`config.mk`:
```
export PLATFORM = sky130hd
export DESIGN_NAME = mod_counter_flat
export DESIGN_NICKNAME = d
export VERILOG_FILES = /design/src/rtl/mod_counter_pkg.sv /design/src/rtl/mod_counter_if.sv /design/src/rtl/mod_counter_tick_prescaler.sv /design/src/rtl/mod_counter.sv /design/src/flat_wrapper.sv
export SDC_FILE = /design/constraint.sdc
export NUM_CORES = 1
export LEC_CHECK = 0
export CORE_MARGIN = 4
export CORE_UTILIZATION = 65
export CTS_CLUSTER_DIAMETER = 30
export CTS_CLUSTER_SIZE = 10
export DETAILED_ROUTE_END_ITERATION = 10
export DONT_BUFFER_PORTS = 1
export GPL_ROUTABILITY_DRIVEN = 0
export GPL_TIMING_DRIVEN = 0
export PLACE_DENSITY_LB_ADDON = 0.1
export SLEW_MARGIN = 10
export SYNTH_ARGS = -nofsm -noshare
export SYNTH_HDL_FRONTEND = slang
export SYNTH_SLANG_ARGS = --single-unit
```
`constraint.sdc`:
```
create_clock -name clk -period 3.6 [get_ports clk]
set_input_delay 0.72 -clock clk [delete_from_list [all_inputs] [get_ports clk]]
set_output_delay 0.72 -clock clk [all_outputs]
set_load 0.01 [all_outputs]
```
`src/rtl/mod_counter_pkg.sv`:
```
// mod_counter shared definitions.
// Direction/mode encodings and FSM state type.
package mod_counter_pkg;

    localparam logic DIR_DOWN     = 1'b0;
    localparam logic DIR_UP       = 1'b1;
    localparam logic MODE_RELOAD  = 1'b0;
    localparam logic MODE_ONESHOT = 1'b1;

    typedef enum logic {
        COUNT = 1'b0,
        HOLD  = 1'b1
    } state_t;

endpackage

```
`src/rtl/mod_counter_if.sv`:
```
// mod_counter control/status bundle.
// master drives controls, slave is the counter.
interface mod_counter_if #(
    parameter int WIDTH      = 16,
    parameter int PRESCALE_W = 8
);

    logic                  enable;
    logic                  load;
    logic [WIDTH-1:0]      load_value;
    logic                  dir;
    logic                  mode;
    logic [WIDTH-1:0]      terminal;
    logic [PRESCALE_W-1:0] prescale;
    logic [WIDTH-1:0]      count;
    logic                  tc;
    logic                  done;

    modport master (
        output enable, load, load_value, dir, mode, terminal, prescale,
        input  count, tc, done
    );

    modport slave (
        input  enable, load, load_value, dir, mode, terminal, prescale,
        output count, tc, done
    );

endinterface

```
`src/rtl/mod_counter_tick_prescaler.sv`:
```
// Divides enabled cycles by prescale+1.
// tick is combinational on the wrapping cycle.
module tick_prescaler #(
    parameter int PRESCALE_W = 8
) (
    input  logic                  clk,
    input  logic                  reset,
    input  logic                  en,
    input  logic                  clr,
    input  logic [PRESCALE_W-1:0] prescale,
    output logic                  tick
);

    logic [PRESCALE_W-1:0] pre_cnt;

    assign tick = en && (pre_cnt == prescale);

    // divider phase: clear on load, wrap on tick, step when enabled
    always_ff @(posedge clk or posedge reset) begin
        if (reset) begin
            pre_cnt <= '0;
        end else if (clr || tick) begin
            pre_cnt <= '0;
        end else if (en) begin
            pre_cnt <= pre_cnt + PRESCALE_W'(1);
        end
    end

endmodule

```
`src/rtl/mod_counter.sv`:
```
// Programmable modulus up/down counter with prescaler,
// auto-reload or one-shot, and a one-cycle tc pulse.
module mod_counter
    import mod_counter_pkg::*;
#(
    parameter int WIDTH      = 16,
    parameter int PRESCALE_W = 8
) (
    input logic         clk,
    input logic         reset,
    mod_counter_if.slave bus
);

    state_t           state_q, state_d;
    logic [WIDTH-1:0] count_q, count_d;
    logic             tc_q, tc_d;
    logic             done_q, done_d;
    logic             tick;
    logic             term_hit;

    // the prescaler is frozen (at 0) while holding
    tick_prescaler #(.PRESCALE_W(PRESCALE_W)) u_pre (
        .clk      (clk),
        .reset    (reset),
        .en       (bus.enable && (state_q == COUNT)),
        .clr      (bus.load),
        .prescale (bus.prescale),
        .tick     (tick)
    );

    assign term_hit = (bus.dir == DIR_UP) ? (count_q == bus.terminal)
                                          : (count_q == '0);

    // state register
    always_ff @(posedge clk or posedge reset) begin
        if (reset) state_q <= COUNT;
        else       state_q <= state_d;
    end

    // next state: one-shot expiry enters HOLD, only load leaves it
    always_comb begin
        state_d = state_q;
        if (bus.load) begin
            state_d = COUNT;
        end else if (state_q == COUNT && tick && term_hit
                     && bus.mode == MODE_ONESHOT) begin
            state_d = HOLD;
        end
    end

    // next count/tc/done; load outranks a coincident tick
    always_comb begin
        count_d = count_q;
        tc_d    = 1'b0;
        done_d  = done_q;
        if (bus.load) begin
            count_d = bus.load_value;
            done_d  = 1'b0;
        end else if (state_q == COUNT && tick) begin
            if (term_hit) begin
                tc_d = 1'b1;
                if (bus.mode == MODE_RELOAD) begin
                    count_d = (bus.dir == DIR_UP) ? '0 : bus.terminal;
                end else begin
                    done_d = 1'b1;
                end
            end else if (bus.dir == DIR_UP) begin
                // above terminal (after load/terminal change): silent wrap
                count_d = (count_q > bus.terminal) ? '0
                                                   : count_q + WIDTH'(1);
            end else begin
                count_d = count_q - WIDTH'(1);
            end
        end
    end

    // output registers
    always_ff @(posedge clk or posedge reset) begin
        if (reset) begin
            count_q <= '0;
            tc_q    <= 1'b0;
            done_q  <= 1'b0;
        end else begin
            count_q <= count_d;
            tc_q    <= tc_d;
            done_q  <= done_d;
        end
    end

    assign bus.count = count_q;
    assign bus.tc    = tc_q;
    assign bus.done  = done_q;

endmodule
```
`src/flat_wrapper.sv`:
```
// flat-port wrapper written by rule: the top's interface ports become plain ports
module mod_counter_flat import mod_counter_pkg::*;
#(
    parameter int WIDTH      = 16,
    parameter int PRESCALE_W = 8
)
  (clk, reset, bus_enable, bus_load, bus_load_value, bus_dir, bus_mode, bus_terminal, bus_prescale, bus_count, bus_tc, bus_done);
  mod_counter_if #(.WIDTH(WIDTH), .PRESCALE_W(PRESCALE_W)) bus_i ();
  input logic clk;
  input logic reset;
  input wire logic [$bits(bus_i.enable)-1:0] bus_enable;
  input wire logic [$bits(bus_i.load)-1:0] bus_load;
  input wire logic [$bits(bus_i.load_value)-1:0] bus_load_value;
  input wire logic [$bits(bus_i.dir)-1:0] bus_dir;
  input wire logic [$bits(bus_i.mode)-1:0] bus_mode;
  input wire logic [$bits(bus_i.terminal)-1:0] bus_terminal;
  input wire logic [$bits(bus_i.prescale)-1:0] bus_prescale;
  output wire logic [$bits(bus_i.count)-1:0] bus_count;
  output wire logic [$bits(bus_i.tc)-1:0] bus_tc;
  output wire logic [$bits(bus_i.done)-1:0] bus_done;
  assign bus_i.enable = bus_enable;
  assign bus_i.load = bus_load;
  assign bus_i.load_value = bus_load_value;
  assign bus_i.dir = bus_dir;
  assign bus_i.mode = bus_mode;
  assign bus_i.terminal = bus_terminal;
  assign bus_i.prescale = bus_prescale;
  assign bus_count = bus_i.count;
  assign bus_tc = bus_i.tc;
  assign bus_done = bus_i.done;
  mod_counter #(.WIDTH(WIDTH), .PRESCALE_W(PRESCALE_W)) u_core (.clk(clk), .reset(reset), .bus(bus_i));
endmodule
```
==> results.sh <==
export IMPL_outcome="completed"
export IMPL_die_area_sq_um=5540
export IMPL_regArea_sq_um=676
export IMPL_arrival_ps=3430
export IMPL_netlist_instances=367
export IMPL_antenna_found_initial=0
export IMPL_crit_path_top_delay_cell="dfrtp_1"
export IMPL_antenna_cells=0
export IMPL_path_class="reg2reg"
export IMPL_via_per_inst=7.00
export IMPL_drtIter0Drc=386
export IMPL_clock_sinks=27
export IMPL_drive_above_1_share_pct=7.28
export IMPL_hp_class="reg2reg"
export IMPL_syn_area_per_cell_sq_um=7.82
export IMPL_setup_tns_final_ps=0
export IMPL_syn_to_final_growth_pct=3.92
export IMPL_overflow=0
export IMPL_endpoint_kind="flip-flop"
export IMPL_grt_pass1_vias=2808
export IMPL_boundaryPins=64
export IMPL_multi_input_area_sq_um=1970
export IMPL_synthDistinctLibCells=54
export IMPL_numCtsBuffers=3
export IMPL_hold_viol_final=0
export IMPL_worst_pin_slew_ps=1030
export IMPL_clock_path_buffers=2
export IMPL_nFillCells=339
export IMPL_cp_top_family="compound AO/OA/AOI/OAI gates"
export IMPL_period_minus_slack_ps=3260
export IMPL_worstPathMaxFanout=10
export IMPL_port_buffers=0
export IMPL_synth_seq_cells=27
export IMPL_clock_skew_final_ps=4.29
export IMPL_path_cells="ha_1, nand4_1, o221ai_1, o21ai_0, nand3_1, clkbuf_1, o311ai_0"
export IMPL_synth_edf_count=0
export IMPL_post_place_ws_ps=267
export IMPL_fin_ws_ps=339
export IMPL_power_mw=1.08
export IMPL_wirelength_um=8630
export IMPL_vias=2945
export IMPL_setup_viol=0
export IMPL_clock_latency_ps=290
export IMPL_synth_seq_area_share_pct=23.5
export IMPL_path_clk_slew_ps=110
export IMPL_finalMaxSlewViolations=0
export IMPL_grt_max_degree=28
export IMPL_final_common_cell="nor2_1"
export IMPL_start_util_pct=69.2
export IMPL_postCtsSetupBuffers=0
export IMPL_die_w_um=74.4
export IMPL_final_nets=438
export IMPL_synth_main_ff_cell="dfrtp_1"
export IMPL_critPathBufInv=1
export IMPL_rsz0062_at_grt="false"
export IMPL_period_share_pct=90.6
export IMPL_coreArea_sq_um=4140
export IMPL_grt_pass1_wl_um=13600
export IMPL_cts_tree="yes"
export IMPL_async_flop_share_pct=100
export IMPL_cts_resized=0
export IMPL_drc=0
export IMPL_slowest_delay_ps=610
export IMPL_clockRootBuffer="clkbuf_8"
export IMPL_ant_nets=0
export IMPL_max_slew_margin_pct=31.2
export IMPL_holdBufCountCts=0
export IMPL_power_density_nw_per_um2=362
export IMPL_htreeDepth=1
export IMPL_ys_warn_count=0
export IMPL_die_y_um=74.4
export IMPL_critPathLaunchType="flip-flop"
export IMPL_vdd_drop_max_mv=0.235
export IMPL_syn_area_sq_um=2870
export IMPL_total_leakage_power_nw=1.28
export IMPL_mostFrequentLayoutCells="nor2_1, inv_1, dfrtp_1, nand2_1, ha_1"
export IMPL_first_pass_iters=6
export IMPL_maxCapViolations=0
export IMPL_grt_usage_pct=31.7
export IMPL_crit_required_ps=3770
export IMPL_dpl_hpwl_um=6450
export IMPL_wire_per_inst_um=20.5
export IMPL_placementRows=23
export IMPL_syn_num_nets=433
export IMPL_fmax_mhz=307
-- sequential cells by signal, indices dropped and copies added, names as in the netlist --
| name | cells |
|---|---|
| u_core.bus.count | 16 |
| u_core.bus.done | 1 |
| u_core.bus.tc | 1 |
| u_core.state_q | 1 |
| u_core.u_pre.pre_cnt | 8 |
-- worst register-to-register path: stages, from the launching register on --
cell and delay [ps]:
dfrtp_1 610, ha_1 310, nand4_1 220, o221ai_1 200
o21ai_0 590, nand3_1 400, clkbuf_1 360, o311ai_0 460
-- cell families (layout without fill, tap and decap cells) --
logic type | after synthesis | count (layout) | share of synthesized area [%]
adder cells (fa/ha/maj) | 20 | 20 | 8.72
XOR/XNOR | 26 | 26 | 7.94
buffers and inverters | 52 | 56 | 7.94
multiplexers | 7 | 7 | 2.57
AND/OR/NAND/NOR | 142 | 142 | 26.2
flip-flops | 27 | 27 | 23.6
AO/OA/AOI/OAI | 93 | 93 | 23.1
-- layout make-up --
class / instances / area share (%)
clock buffer: 3 / 1.38
tap: 50 / 2.10
sequential: 27 / 22.7
inverter: 27 / 3.40
multi-input combinational: 288 / 65.9
buffer: 25 / 4.24
clock inverter: 1 / 0.294
-- through the flow --
stage	std cells	hold slack, ps	util (%)	instance area, sq um
6_report	421	534	72.0	2980
2_1_floorplan	367	491	-	2870
3_5_place_dp	417	520	70.7	2930
5_1_grt	421	565	72.0	2980
4_1_cts	421	536	72.0	2980
3_3_place_gp	417	510	70.7	2930
-- cells in the mapped netlist (all sizes together) (4+ instances only) --
master,count,share of area (%)
buf,9,2.3
o22ai,5,1.1
a31oi,5,1.1
ha,20,8.7
nand2,25,3.3
xnor2,15,4.6
o21ai,19,3.3
mux2i,4,1.4
nor3,17,3.3
a21o,8,2.1
xor2,11,3.4
a32o,4,1.4
dfrtp,27,24
or3,6,1.3
and2,8,1.7
o31ai,5,1.3
nand2b,8,1.7
inv,27,3.5
and3,5,1.1
nor4,11,2.9
nor2,31,4.1
o311ai,5,1.5
a21oi,14,2.4
nand3,13,2.3
clkbuf,16,2.1
nand4,9,2.0
-- per-layer routing --
metal / part of all wire [%] / vias to the layer above / GRT usage, % / routed length [um]
li1: - / 1355 / - / -
met4: 2.1 / 0 / 11.9 / 184
met5: 0 / - / 0 / 0
met1: 40 / 1362 / 43.1 / 3410
met2: 45 / 200 / 49.7 / 3880
met3: 13 / 28 / 6.62 / 1150
-- where the power goes --
part	switching (mW)	total, mW	internal (mW)
Sequential	0.0804	0.420	0.340
Combinational	0.272	0.458	0.186
Clock	0.119	0.201	0.0818
Total	0.472	1.08	0.607
-- path summary, 6_finish.rpt --
check | to | start | depth (start not counted) | slack (ps)
setup reg to reg | u_core.bus.count[5] | u_core.bus.count[4] | 7 | 340
min in group asynchronous | u_core.bus.count[13] | reset | 1 | 560
max in group asynchronous | u_core.u_pre.pre_cnt[1] | reset | 1 | 2430
hold / removal | u_core.state_q | u_core.state_q | 2 | 530
hold reg to reg | u_core.state_q | u_core.state_q | 2 | 530
setup / recovery | u_core.bus.count[5] | u_core.bus.count[4] | 7 | 340
No activity file was read; power rests on OpenSTA's default activity.
